==> src/rtl/fetch_stage_if.sv <==
// -----------------------------------------------------------------------------
// fetch_stage_if
//   Groups the bus-level signals of the instruction-fetch stage: the
//   instruction-memory read port and the IF/ID pipeline register that feeds
//   decode.
//
//   master (fetch stage side)
//     imem_addr   out  PC_W     instruction-memory address
//     imem_data   in   INSTR_W  instruction at imem_addr (combinational read)
//     ifid_instr  out  INSTR_W  IF/ID instruction
//     ifid_pc     out  PC_W     IF/ID PC of that instruction
//     ifid_valid  out  1        IF/ID holds a real instruction
//   slave (memory / decode side): same signals, opposite directions.
// -----------------------------------------------------------------------------
interface fetch_stage_if #(
  parameter int PC_W    = 64,
  parameter int INSTR_W = 32
);
  logic [PC_W-1:0]    imem_addr;
  logic [INSTR_W-1:0] imem_data;
  logic [INSTR_W-1:0] ifid_instr;
  logic [PC_W-1:0]    ifid_pc;
  logic               ifid_valid;

  modport master (
    output imem_addr,
    input  imem_data,
    output ifid_instr,
    output ifid_pc,
    output ifid_valid
  );

  modport slave (
    input  imem_addr,
    output imem_data,
    input  ifid_instr,
    input  ifid_pc,
    input  ifid_valid
  );
endinterface

==> src/rtl/fetch_stage.sv <==
// -----------------------------------------------------------------------------
// fetch_stage
//   IF stage of the pipelined LEGv8 processor. Owns the PC register, drives
//   the instruction-memory address and loads the IF/ID pipeline register.
//   Accepts a stall from the hazard unit and a taken-branch redirect from
//   EX/MEM, and keeps saturating fetch / flush counters.
//
//   Ports
//     CLK            in   1        clock, all state updates on posedge
//     resetl         in   1        synchronous active-low reset
//     startpc        in   PC_W     PC loaded while resetl is low
//     stall          in   1        hold PC and IF/ID
//     branch_taken   in   1        redirect request
//     branch_target  in   PC_W     redirect address (low two bits dropped)
//     currentpc      out  PC_W     current PC register
//     fetch_count    out  CNT_W    instructions delivered into IF/ID (saturating)
//     flush_count    out  CNT_W    redirects taken (saturating)
//     bus            master modport of fetch_stage_if (imem port + IF/ID)
//
//   Sequencing
//     BOOT : one cycle after reset release; PC held, IF/ID stays a bubble,
//            stall and redirect are ignored.
//     RUN  : per edge, redirect > stall > advance.
//   All outputs are straight register copies; there is no combinational path
//   from stall or branch_taken to any output.
// -----------------------------------------------------------------------------
module fetch_stage #(
  parameter int                  PC_W      = 64,
  parameter int                  INSTR_W   = 32,
  parameter logic [INSTR_W-1:0]  NOP_INSTR = 32'hD503201F,
  parameter int                  CNT_W     = 32
) (
  input  logic              CLK,
  input  logic              resetl,
  input  logic [PC_W-1:0]   startpc,
  input  logic              stall,
  input  logic              branch_taken,
  input  logic [PC_W-1:0]   branch_target,
  output logic [PC_W-1:0]   currentpc,
  output logic [CNT_W-1:0]  fetch_count,
  output logic [CNT_W-1:0]  flush_count,
  fetch_stage_if.master     bus
);

  typedef enum logic {
    BOOT = 1'b0,
    RUN  = 1'b1
  } state_t;

  localparam logic [PC_W-1:0]  PC_STEP   = PC_W'(4);
  localparam logic [CNT_W-1:0] CNT_ONE   = CNT_W'(1);
  localparam logic [CNT_W-1:0] CNT_MAX   = '1;

  // Registered state
  state_t             state_q;
  logic [PC_W-1:0]    pc_q;
  logic [INSTR_W-1:0] ifid_instr_q;
  logic [PC_W-1:0]    ifid_pc_q;
  logic               ifid_valid_q;
  logic [CNT_W-1:0]   fetch_cnt_q;
  logic [CNT_W-1:0]   flush_cnt_q;

  // Next-state values
  state_t             state_d;
  logic [PC_W-1:0]    pc_d;
  logic [INSTR_W-1:0] ifid_instr_d;
  logic [PC_W-1:0]    ifid_pc_d;
  logic               ifid_valid_d;
  logic [CNT_W-1:0]   fetch_cnt_d;
  logic [CNT_W-1:0]   flush_cnt_d;

  // Saturating increments: stick at all-ones rather than wrap to zero.
  logic [CNT_W-1:0]   fetch_cnt_inc;
  logic [CNT_W-1:0]   flush_cnt_inc;

  // Redirect target forced to a word boundary.
  logic [PC_W-1:0]    redirect_pc;

  assign fetch_cnt_inc = (fetch_cnt_q == CNT_MAX) ? fetch_cnt_q : fetch_cnt_q + CNT_ONE;
  assign flush_cnt_inc = (flush_cnt_q == CNT_MAX) ? flush_cnt_q : flush_cnt_q + CNT_ONE;
  assign redirect_pc   = {branch_target[PC_W-1:2], 2'b00};

  // ---------------------------------------------------------------------------
  // Next-state / datapath logic
  // ---------------------------------------------------------------------------
  always_comb begin
    // NOTE: every signal gets a hold value first so no path through the
    // case/if tree leaves one unassigned, which would infer a latch.
    state_d      = state_q;
    pc_d         = pc_q;
    ifid_instr_d = ifid_instr_q;
    ifid_pc_d    = ifid_pc_q;
    ifid_valid_d = ifid_valid_q;
    fetch_cnt_d  = fetch_cnt_q;
    flush_cnt_d  = flush_cnt_q;

    unique case (state_q)
      BOOT: begin
        // Single settling cycle: imem sees startpc before anything is latched.
        state_d = RUN;
      end

      RUN: begin
        if (branch_taken) begin
          // Redirect wins over a simultaneous stall: the stalled instruction
          // is on the wrong path anyway, so it is squashed into a bubble.
          pc_d         = redirect_pc;
          ifid_instr_d = NOP_INSTR;
          ifid_pc_d    = '0;
          ifid_valid_d = 1'b0;
          flush_cnt_d  = flush_cnt_inc;
        end else if (!stall) begin
          // pc + 4 wraps naturally at the register width.
          pc_d         = pc_q + PC_STEP;
          ifid_instr_d = bus.imem_data;
          ifid_pc_d    = pc_q;
          ifid_valid_d = 1'b1;
          fetch_cnt_d  = fetch_cnt_inc;
        end
        // stall without redirect: everything holds (defaults above).
      end

      default: begin
        state_d = BOOT;
      end
    endcase
  end

  // ---------------------------------------------------------------------------
  // State register
  // ---------------------------------------------------------------------------
  always_ff @(posedge CLK) begin
    // NOTE: sequential state uses non-blocking assignments so every register
    // samples the pre-edge values regardless of statement order.
    if (!resetl) begin
      // Reset overrides stall and redirect, including mid-run.
      state_q      <= BOOT;
      pc_q         <= startpc;
      ifid_instr_q <= NOP_INSTR;
      ifid_pc_q    <= '0;
      ifid_valid_q <= 1'b0;
      fetch_cnt_q  <= '0;
      flush_cnt_q  <= '0;
    end else begin
      state_q      <= state_d;
      pc_q         <= pc_d;
      ifid_instr_q <= ifid_instr_d;
      ifid_pc_q    <= ifid_pc_d;
      ifid_valid_q <= ifid_valid_d;
      fetch_cnt_q  <= fetch_cnt_d;
      flush_cnt_q  <= flush_cnt_d;
    end
  end

  // ---------------------------------------------------------------------------
  // Outputs: pure register copies
  // ---------------------------------------------------------------------------
  assign bus.imem_addr  = pc_q;
  assign currentpc      = pc_q;
  assign bus.ifid_instr = ifid_instr_q;
  assign bus.ifid_pc    = ifid_pc_q;
  assign bus.ifid_valid = ifid_valid_q;
  assign fetch_count    = fetch_cnt_q;
  assign flush_count    = flush_cnt_q;

endmodule
==> src/flat_wrapper.sv <==
// flat-port wrapper written by rule: the top's interface ports become plain ports
module fetch_stage_flat 
#(
  parameter int                  PC_W      = 64,
  parameter int                  INSTR_W   = 32,
  parameter logic [INSTR_W-1:0]  NOP_INSTR = 32'hD503201F,
  parameter int                  CNT_W     = 32
)
  (CLK, resetl, startpc, stall, branch_taken, branch_target, currentpc, fetch_count, flush_count, bus_imem_addr, bus_imem_data, bus_ifid_instr, bus_ifid_pc, bus_ifid_valid);
  fetch_stage_if #(.PC_W(PC_W), .INSTR_W(INSTR_W)) bus_i ();
  input  logic CLK;
  input  logic resetl;
  input  logic [PC_W-1:0] startpc;
  input  logic stall;
  input  logic branch_taken;
  input  logic [PC_W-1:0] branch_target;
  output logic [PC_W-1:0] currentpc;
  output logic [CNT_W-1:0] fetch_count;
  output logic [CNT_W-1:0] flush_count;
  output wire logic [$bits(bus_i.imem_addr)-1:0] bus_imem_addr;
  input wire logic [$bits(bus_i.imem_data)-1:0] bus_imem_data;
  output wire logic [$bits(bus_i.ifid_instr)-1:0] bus_ifid_instr;
  output wire logic [$bits(bus_i.ifid_pc)-1:0] bus_ifid_pc;
  output wire logic [$bits(bus_i.ifid_valid)-1:0] bus_ifid_valid;
  assign bus_imem_addr = bus_i.imem_addr;
  assign bus_i.imem_data = bus_imem_data;
  assign bus_ifid_instr = bus_i.ifid_instr;
  assign bus_ifid_pc = bus_i.ifid_pc;
  assign bus_ifid_valid = bus_i.ifid_valid;
  fetch_stage #(.PC_W(PC_W), .INSTR_W(INSTR_W), .NOP_INSTR(NOP_INSTR), .CNT_W(CNT_W)) u_core (.CLK(CLK), .resetl(resetl), .startpc(startpc), .stall(stall), .branch_taken(branch_taken), .branch_target(branch_target), .currentpc(currentpc), .fetch_count(fetch_count), .flush_count(flush_count), .bus(bus_i));
endmodule
==> config.mk <==
export PLATFORM = sky130hd
export DESIGN_NAME = fetch_stage_flat
export DESIGN_NICKNAME = d
export VERILOG_FILES = /design/src/rtl/fetch_stage_if.sv /design/src/rtl/fetch_stage.sv /design/src/flat_wrapper.sv
export SDC_FILE = /design/constraint.sdc
export NUM_CORES = 1
export LEC_CHECK = 0
export ABC_AREA = 0
export CORE_MARGIN = 4
export CORE_UTILIZATION = 30
export DETAILED_ROUTE_END_ITERATION = 16
export PLACE_DENSITY = 0.66
export SLEW_MARGIN = 10
export SYNTH_ARGS = -nofsm -noshare
export SYNTH_HDL_FRONTEND = slang
export SYNTH_SLANG_ARGS = --single-unit
==> constraint.sdc <==
create_clock -name CLK -period 4.86 [get_ports CLK]
set_input_delay 0.972 -clock CLK [delete_from_list [all_inputs] [get_ports CLK]]
set_output_delay 0.972 -clock CLK [all_outputs]
set_load 0.005 [all_outputs]
==> metrics.md <==
| Metric | Value |
|---|---|
| Outcome | complete, no violations |
| Die Y-Extent | 200.6 um |
| Flops & latches, synth | 226 |
| Bufs on Longest Clock Path | 3 |
| Worst endpoint required time | 5.14 ns |
| Initial Util | 0.3039 |
| CTS sink count | 226 |
| Lkg Pwr | 5.834 nW |
| CP Class | reg2reg |
| Crit end category | register |
| Layout Skew | roughly 0.013 ns |
| Syn_area_per_cell | 9.634 sq um |
| Netlist Area Pre-Place | about 0.011 sq mm |
| Synth Warn # | 0 |
| Drt via density | 5.066 |
| Worst vdd ir | 0.2550 mV |
| CTS H-tree depth | 1 |
| Final antenna-violating net count | 0 |
| Final wirelength | 39.49 mm |
| Area leader, netlist | dfxtp_1 |
| Hold Crit Class | reg2reg |
| Worst slew margin | 0.2858 |
| Post-synthesis sequential area ratio | 0.4642 |
| Final Hold Fails | 0 |
| Die area | ~0.04 sq mm |
| Register-to-register setup slack | approximately 1.8 ns |
| RSZ-0062 raised after global routing | no |
| Most instantiated cells after synthesis | 162 x dfxtp_1, 76 x a22o_1, 75 x nand2_1 |
| Area added between synthesis and finish | 48.08% |
| Clock Latency Late Sink | 0.54 ns |
| Mapped Cells | 1155 |
| Hold_buf cts | 0 |
| Yosys cell types | 56 |
| Setup Buffers After CTS | 0 |
| Die Width | 200.6 um |
| CP max FO | 16 |
| Worst-Margin Slew | 1.071 ns |
| Yosys top cell area share | 0.2915 |
| Number of enable flip-flop cells after synthesis | 64 |
| Routed length per instance | 19.64 um |
| Syn Nets | 1322 |
| I/O pin cnt | 453 |
| CTS tree | built |
| Max-Cap Viols | 0 |
| CTS resizes | 0 |
| Clk root buf | clkbuf_16 |
| Layout Cells excl Fill | ~2000 |
| Final Cell Area | 0.01648 sq mm |
| Remaining DRCs | 0 |
| Ys flop type | dfxtp_1 |
| Count of pins over their slew limit | 0 |
| Nets | 1689 |
| Proportion of layout cells with a drive suffix above 1 | 0.06809 |
| Placed inst area | 0.01557 sq mm |
| Hpwl dp | 28.62 mm |
| Vias in the first global route | 10110 |
| Worst Setup Start Kind | register |
| FFs w/ async S/R, synth | 0 |
| Number of CTS-inserted buffers | 27 |
| Gr usage total | 0.1853 |
| Largest net degree at the start of global routing | 84 |
| Iteration-0 DRC Markers | 509 |
| Final GP Congestion | 0.7996 |
| DRT Pass-1 Iters | 7 |
| Placed Cells | ~2000 |
| Port buffer count | 450 |
| Final Cycle Share | 0.6339 |
| Top-count cell post-synth | dfxtp_1 |
| Global-route wire length before repair | between 60 and 70 mm |
| Pwr dens | 302.2 mW/mm^2 |
| Fmax | 324.6 MHz |
| Std cell rows | 70 |
| GR Overflow Total | 0 |
| Core Region | 0.03661 sq mm |
| TNS Setup | 0 ns |
| Via Count | 10190 |
| Worst Path Arrival | 3.36 ns |
| Synth area leaders | dfxtp_1 29%, edfxtp_1 17%, a22o_1 6.0% |
| Initial antenna violation count | 4 |
| Clock-pin slew on the worst setup and hold paths | around 0.060 ns |
| Final setup fails | 0 |
| Final min period | 3.081 ns |
-- stage by stage --
stage / worst slack [ns] / hold slack, ns / utilization / power [mW]
final: 1.779 / 0.4615 / 0.4501 / 4.979
after global routing: 1.548 / 0.4852 / 0.4501 / 5.171
after CTS: 1.766 / 0.4633 / 0.4500 / 5.036
after detailed placement: 1.707 / 0.4466 / 0.4252 / 2.948
after global placement: 1.764 / 0.4367 / 0.4252 / 2.937
after floorplan: 0.8989 / 0.4487 / - / 2.490
-- cells in the final DEF, fill, tap and decap left out, types with 34 or more instances in the layout --
master	n
a22o_1	76
nand4_1	42
nand2_1	75
clkdlybuf4s50_1	448
xor2_1	41
and2_1	47
edfxtp_1	64
nand3_1	43
nor2b_1	37
o21ai_0	55
xnor2_1	60
a21oi_1	38
dfxtp_1	162
nor2_1	46
inv_1	34
-- metal layers --
layer	vias to the layer above	global-route usage	routed length, um
li1	4810	-	-
met3	66	0.04863	2856
met2	393	0.3260	19340
met5	-	0	31
met4	6	0.04326	873
met1	4912	0.2279	16390
-- path summary, 6_finish.rpt --
path	end	cells after the start	start
worst min-delay path	u_core.bus.ifid_pc[24]	2	u_core.bus.ifid_pc[24]
worst max-delay path	u_core.bus.imem_addr[58]	7	u_core.bus.imem_addr[2]
worst max register to register	u_core.bus.imem_addr[58]	7	u_core.bus.imem_addr[2]
worst min register to register	u_core.bus.ifid_pc[24]	2	u_core.bus.ifid_pc[24]
-- registers in the layout (all words and copies together), names as in the netlist --
register and count:
u_core.bus.ifid_pc 64, u_core.bus.ifid_valid 1, u_core.fetch_count 32, u_core.flush_count 32
u_core.state_q 1, u_core.bus.imem_addr 64, u_core.bus.ifid_instr 32
-- cells by family after synthesis --
family,synth area share
AND/OR/NAND/NOR,0.2123
AO/OA/AOI/OAI,0.1543
flip-flops,0.4642
buffers and inverters,0.07860
XOR/XNOR,0.07950
multiplexers,0.007759
adder cells (fa/ha/maj),0.003374
-- worst max-delay path, stage by stage (launching register included) --
cell and delay [ns]:
edfxtp_1 0.58, ha_1 0.34, inv_1 0.13, nor4_4 0.39, and4_1 0.81, nand4b_1 0.24
xor2_1 0.23, o21ai_1 0.07
-- power breakdown --
group	leakage, nW	switching [mW]	internal [mW]	total [mW]
registers	1.97	0.156	2.04	2.20
logic	3.41	0.268	0.439	0.706
clock network	0.457	0.825	1.25	2.07
-- layout make-up --
| class | count | area, sq um |
|---|---|---|
| well taps | 468 | 585.6 |
| clock buffers | 34 | 752.0 |
| clock inverters | 15 | 155.1 |
| inverters | 35 | 132.6 |
| fillers | 3518 | 20130 |
| flip-flops and latches | 226 | 5165 |
| diodes | 1 | 2.502 |
| repair buffers | 462 | 4587 |
| multi-input cells | 770 | 5097 |
No activity file was read; power rests on OpenSTA's default activity.
